File: src/rtl/sipo_frame_controller.sv
// rtl/sipo_frame_controller.sv - framed serial-in/parallel-out capture with valid/ready word output (optional PARITY_CHECK_EN)
module sipo_frame_controller #(
    parameter int WIDTH = 4
) (
    input  logic                         clk,
    input  logic                         reset,
    input  logic                         start,
    input  logic                         bit_valid,
    input  logic                         serial_in,
    output logic [WIDTH-1:0]             out_data,
    output logic                         out_valid,
    input  logic                         out_ready,
    output logic                         busy,
    output logic [$clog2(WIDTH+1)-1:0]   bit_count,
    output logic                         overrun,
    input  logic                         clear_overrun,
    output logic                         parity_err
);

    localparam int CW = $clog2(WIDTH+1);

    typedef enum logic [1:0] {
        S_IDLE   = 2'd0,
        S_SHIFT  = 2'd1,
        S_HOLD   = 2'd2
`ifdef PARITY_CHECK_EN
        , S_PARITY = 2'd3
`endif
    } state_t;

    state_t            state, state_n;
    logic [WIDTH-1:0]  sr, sr_n;
    logic [WIDTH-1:0]  data_n;
    logic [CW-1:0]     cnt_n;
    logic              ovr_n;
    logic              perr_q, perr_n;
    logic [WIDTH-1:0]  shifted;

    assign shifted   = {sr[WIDTH-2:0], serial_in};
    // Outputs decode only registered state, so out_ready never reaches out_valid/out_data combinationally
    assign out_valid = (state == S_HOLD);
`ifdef PARITY_CHECK_EN
    assign busy       = (state == S_SHIFT) || (state == S_PARITY);
    assign parity_err = perr_q;
`else
    assign busy       = (state == S_SHIFT);
    assign parity_err = 1'b0;
`endif

    // Next-state and datapath update: framing, bit capture, hold/handshake and overrun tracking
    always_comb begin
        state_n = state;
        sr_n    = sr;
        cnt_n   = bit_count;
        data_n  = out_data;
        perr_n  = perr_q;
        ovr_n   = overrun;
        // Clear first so any set below takes priority in the same cycle
        if (clear_overrun) begin
            ovr_n = 1'b0;
        end
        case (state)
            S_IDLE: begin
                if (start) begin
                    state_n = S_SHIFT;
                    cnt_n   = '0;
                    sr_n    = '0;
                end
            end
            S_SHIFT: begin
                if (start) begin
                    // Abort the partial frame and restart in place; a same-cycle bit is ignored
                    cnt_n = '0;
                    sr_n  = '0;
                end else if (bit_valid) begin
                    sr_n  = shifted;
                    cnt_n = bit_count + CW'(1);
                    if (bit_count == CW'(WIDTH-1)) begin
                        data_n = shifted;
`ifdef PARITY_CHECK_EN
                        state_n = S_PARITY;
`else
                        state_n = S_HOLD;
                        perr_n  = 1'b0;
`endif
                    end
                end
            end
`ifdef PARITY_CHECK_EN
            S_PARITY: begin
                if (start) begin
                    state_n = S_SHIFT;
                    cnt_n   = '0;
                    sr_n    = '0;
                end else if (bit_valid) begin
                    // Even parity: data bits plus parity bit must XOR to zero
                    perr_n  = (^sr) ^ serial_in;
                    state_n = S_HOLD;
                end
            end
`endif
            S_HOLD: begin
                if (out_ready) begin
                    cnt_n = '0;
                    if (start) begin
                        state_n = S_SHIFT;
                        sr_n    = '0;
                    end else begin
                        state_n = S_IDLE;
                    end
                end else if (start) begin
                    ovr_n = 1'b1;
                end
                // A bit arriving while the word is parked is lost, unless a restart claims the cycle
                if (bit_valid && !(start && out_ready)) begin
                    ovr_n = 1'b1;
                end
            end
            default: begin
                state_n = S_IDLE;
            end
        endcase
    end

    // State and datapath registers with synchronous active-high reset
    always_ff @(posedge clk) begin
        if (reset) begin
            state     <= S_IDLE;
            sr        <= '0;
            out_data  <= '0;
            bit_count <= '0;
            overrun   <= 1'b0;
            perr_q    <= 1'b0;
        end else begin
            state     <= state_n;
            sr        <= sr_n;
            out_data  <= data_n;
            bit_count <= cnt_n;
            overrun   <= ovr_n;
            perr_q    <= perr_n;
        end
    end

endmodule
File: config.mk
export PLATFORM = sky130hd
export DESIGN_NAME = sipo_frame_controller
export DESIGN_NICKNAME = d
export VERILOG_FILES = /design/src/rtl/sipo_frame_controller.sv
export SDC_FILE = /design/constraint.sdc
export NUM_CORES = 1
export LEC_CHECK = 0
export CORE_UTILIZATION = 35
export CTS_CLUSTER_SIZE = 25
export DETAILED_ROUTE_END_ITERATION = 10
export GPL_TIMING_DRIVEN = 1
export PLACE_DENSITY_LB_ADDON = 0.25
export SETUP_SLACK_MARGIN = 0.5
export SYNTH_ARGS = -nofsm -noshare
export SYNTH_HDL_FRONTEND = slang
export SYNTH_SLANG_ARGS = --single-unit
File: constraint.sdc
create_clock -name clk -period 1.8 [get_ports clk]
set_clock_uncertainty 0.15 [all_clocks]
set_input_delay 0.27 -clock clk [delete_from_list [all_inputs] [get_ports clk]]
set_output_delay 0.27 -clock clk [all_outputs]
set_load 0.02 [all_outputs]
# --- After elaboration in Yosys (flattened, before gate mapping) ---
# Index checks and enable logic that the tools add are counted.
classes:
  n_eq_ne: 9
  bitwise: 1
  add_sub_neg: 1
  muxes: 22
  reduce_logical: 9
op_table:
  columns: ["operator", "n"]
  rows:
  - ["4-bit 2-to-1 mux", 4]
  - ["3-bit 2-to-1 mux", 4]
  - ["4-bit one-hot mux with 3 select lines", 1]
  - ["2-bit 2-to-1 mux", 5]
  - ["3-bit one-hot mux with 3 select lines", 1]
  - ["4-bit AND reduction", 2]
  - ["1-bit 2-to-1 mux", 6]
  - ["2-bit inequality test (second input constant)", 3]
  - ["2-bit one-hot mux with 3 select lines", 1]
  - ["5-bit AND reduction", 1]
  - ["2-bit by 1-bit inequality test with 1-bit output (second input constant)", 2]
  - ["3-bit by 1-bit adder with 3-bit output (second input constant)", 1]
  - ["3-bit by 2-bit == test with 1-bit output (second input constant)", 1]
  - ["3-bit inequality test (second input constant)", 1]
  - ["3-bit AND reduction", 1]
  - ["3-bit nonzero test", 1]
  - ["2-bit by 1-bit == test with 1-bit output (second input constant)", 1]
  - ["2-bit == test (second input constant)", 1]
  - ["1-bit logical AND", 2]
  - ["2-bit zero test", 1]
  - ["1-bit zero test", 1]
  - ["1-bit inverter", 1]
totals:
  regBits: 14
  wordCells: 47

# --- Depth between registers and ports, before layout ---
logic_depth:
  depth_word: 5
  mapped_depth: 5

# --- Least setup slack after synthesis ---
# No wires, ideal clock.
synth_path:
  kind: "register to register"
  from: "reg bit_count[0]"
  to: "reg out_data[0]"
  slack_ns: 0.352
  n_path_buf: 0
  t_arrival_ns: 1.167
  path_stages_with_launch: 6
  cell_sequence: "dfxtp_1 -> ha_1 -> ha_1 -> inv_1 -> o21ai_0 -> a21oi_1"
synth_via:
  elab_chain_len: 2
synth_rtl:
  columns: ["element", "line", "text"]
  rows:
  - ["start, declared", "14", "output logic [$clog2(WIDTH+1)-1:0] bit_count,"]
  - ["start signal, assigned", "138", "bit_count <= cnt_n;"]
  - ["3-bit by 2-bit == test with 1-bit output", "78", "if (bit_count == CW'(WIDTH-1)) begin"]
  - ["4-bit AND reduction (no line)", null, null]
  - ["end signal, assigned", "137", "out_data <= data_n;"]
  - ["end, declared", "10", "output logic [WIDTH-1:0] out_data,"]
# No other way between the ends.
# A chain may end at the register's enable or synchronous reset.

# --- Final worst setup path ---
layout_path:
  from: "reg state[1]"
  to: "out busy"
layout_via:
  elab_chain_len: 1
layout_rtl:
  columns: ["element", "line", "text"]
  rows:
  - ["start, declared", "31", "state_t state, state_n;"]
  - ["start signal, assigned", "135", "state <= state_n;"]
  - ["2-bit by 1-bit == test with 1-bit output", "46", "assign busy = (state == S_SHIFT);"]
  - ["end, declared", "13", "output logic busy,"]
# No other way between the ends.

==> out/qor.csv <==
metric,value,unit
min-delay src,overrun,
Leakage Power,0.363,nW
IO Count,18,
Die Y,43.2,microns
final wirelength,1520,microns
core area,1540,sq um
crit path max fanout,4,
Synth-to-Final Area Change,55.2,%
vias in the first global route,538,
r2r worst-path depth,5,
# setup viols final,0,
Sw Ratio,0.246,
Crit path max-delay family,flip-flops,
hold crit path type,register to register,
setup_tns,0,ps
latest clock arrival within the worst-skew pair,280,ps
hold path endpoint,overrun,
Async SR Flop Fraction,0,
Logic pwr share,0.123,
RSZ-0062 raised after global routing,yes,
synth unique cells,26,
most common cell in the netlist,dfxtp_1,
initial antenna violation count,0,
Die Wd,43.2,microns
kind of end point of the critical path,output port,
Routed Antenna Nets,0,
CTS HTree Levels,1,
DP Wirelength,989,microns
CP arrival,970,ps
Critical R2R Capture,bit_count[0],
Post-synth top cells,"13 x dfxtp_1, 7 x a21oi_1, 6 x nand2b_1, 5 x o21ai_0, 4 x nand3_1",
"area leader, netlist",dfxtp_1,
# DRC,0,
Total GRT Usage,0.184,
highest cell delay on the worst timing path,340,ps
Critical Path RT,1380,ps
Yosys warnings,0,
Yosys reg bits,13,
CTS Buf Count,3,
clock buffer depth,2,
Post-CTS Hold Fix Bufs,0,
Layout Utilization,0.598,
Final WS setup,414,ps
Flop pwr share,0.542,
Post-synth EDFFs,0,
fillers,145,
CP Class,register to output port,
Final Cell Area,922,sq um
Place WS,54.1,ps
reg2reg start,state[1],
Power Density,588,nW/um^2
syn_nets,74,
"Hold Violations, Final",0,
Yosys top cell area share,0.438,
CTS sink cnt,13,
Synth Flop Type,dfxtp_1,
fin. max-slew vios,0,
Max Clk Rate,0.721,GHz
# diodes,0,
Overflow after GRT,0,
status,"complete, no violations",
Initial Util,0.386,
hold depth,2,
internal power component,0.000409,W
critical path's slowest cell,dfxtp_2,
first-pass GRT wire length,2450,microns
power share of the clock group,0.336,
Mapped Area,594,sq um
Routability Congestion,0.720,
Synth Area per Inst,9.14,sq um
placed instance area,816,sq um
wire length per cell,13.9,microns
WP buf/inv,2,
R2R setup slack,470,ps
CP Launch Type,register,
"critical path, cell by cell","buf_6, nor2b_1, buf_4",
die area,1870,sq um
final net count,103,
max_cap viols,0,
CTS tree,built,
post-synthesis sequential area ratio,0.438,
Max VDD drop,0.487,mV
Iter 0 DRT Violations,8,
instance count on the critical path,3,
DR vias,576,
PortBufs,16,
Worst-path clk slew,70,ps
clock tree root driver cell,clkbuf_4,
Sw Pwr,0.000133,W
Final period util,0.770,
largest net degree at the start of global routing,10,
layout cell share with drive strength beyond 1,0.495,
worst hold slack,309,ps
num rows,14,
TritonRoute pass-1 iters,2,
DR vias/cell,5.28,
synth top area cells,"dfxtp_1 44%, nand2b_1 6.3%, a21oi_1 5.9%, o32ai_1 4.4%, ha_1 4.2%",
cell count after synthesis,65,
Final min period,1390,ps
==> cell families after synthesis <==
kind of cell,after synthesis,synth area share
and+or+nand+nor,22,0.225
AOI/OAI and AO/OA,20,0.223
DFF,13,0.438
buffers and inverters,6,0.0463
adders and majority gates,2,0.0421
muxes,1,0.0189
other,1,0.00631
==> metal layers <==
layer  global-route usage  vias up  share of wire  routed length [microns]
li1                     -      291              -                        -
met1                0.225      271           0.44                      669
met2                0.266        9           0.49                      750
met3               0.0766        5          0.041                       62
met4                0.109        0          0.024                       36
met5                    0        -              0                        0
==> flip-flops by register name, summed over array words and instances, names as in the netlist <==
signal,flops
sr,3
overrun,1
out_data,4
bit_count,3
state,2
==> repair_timing <==
action                     in CTS  in global routing
hold endpoints to repair        0                  0
pin swaps                       4                  7
setup endpoints to repair      20                 15
gates resized for setup        56                 16
buffers inserted                4                  2
==> power groups by stage <==
stage / clock network [W] / logic [W] / registers [W]
2_1_floorplan: 0 / 0.0000265 / 0.000302
3_3_place_gp: 0 / 0.0000564 / 0.000301
3_5_place_dp: 0 / 0.0000569 / 0.000302
4_1_cts: 0.000188 / 0.0000607 / 0.000294
5_1_grt: 0.000206 / 0.0000714 / 0.000294
6_report: 0.000182 / 0.0000666 / 0.000294
==> how the worst max path moves through the flow <==
stage                  from      endpoint  slack, ps
6_report           state[1]          busy        410
5_1_grt            state[1]          busy        370
4_1_cts            state[1]          busy        410
3_5_place_dp      bit_valid  bit_count[0]         50
3_3_place_gp          start  bit_count[0]         90
2_1_floorplan  bit_count[0]   out_data[0]        510
==> layout make-up <==
cell class / instances / area, sq um / share of cell area
Multi-Input combinational cell: 46 / 389 / 0.422
Sequential cell: 13 / 270 / 0.293
Timing Repair Buffer: 27 / 205 / 0.223
Tap cell: 16 / 20.0 / 0.0217
Clock buffer: 4 / 26.3 / 0.0285
Inverter: 3 / 11.3 / 0.0122
==> placed cells by master, fill, tap and decap left out, types with 2 or more instances in the layout <==
master and n:
a21oi_2 2, buf_2 8, dlygate4sd2_1 3, inv_2 2
a21o_1 2, ha_4 2, o21ai_1 2, nand2b_1 6
o21ai_2 2, nand3_1 3, dfxtp_1 9, a21oi_1 5
dfxtp_2 2, clkdlybuf4s50_1 3, nor2_2 2, buf_6 3
nand2_1 2, clkbuf_4 3, buf_4 10, o32ai_1 2
dfxtp_4 2
==> through the flow <==
step / power, W / cells
after global routing: 0.000572 / 109
after floorplan: 0.000328 / 65
after global placement: 0.000358 / 99
after detailed placement: 0.000359 / 99
final: 0.000542 / 109
after CTS: 0.000542 / 107
==> tightest hold or removal path, delay by kind of cell (launching register included) <==
| kind | cells | cell delay [ps] |
|---|---|---|
| compound gates | 1 | 50 |
| simple gates | 1 | 60 |
| flops | 1 | 310 |
Note: power is estimated with default switching activity, not from simulation.
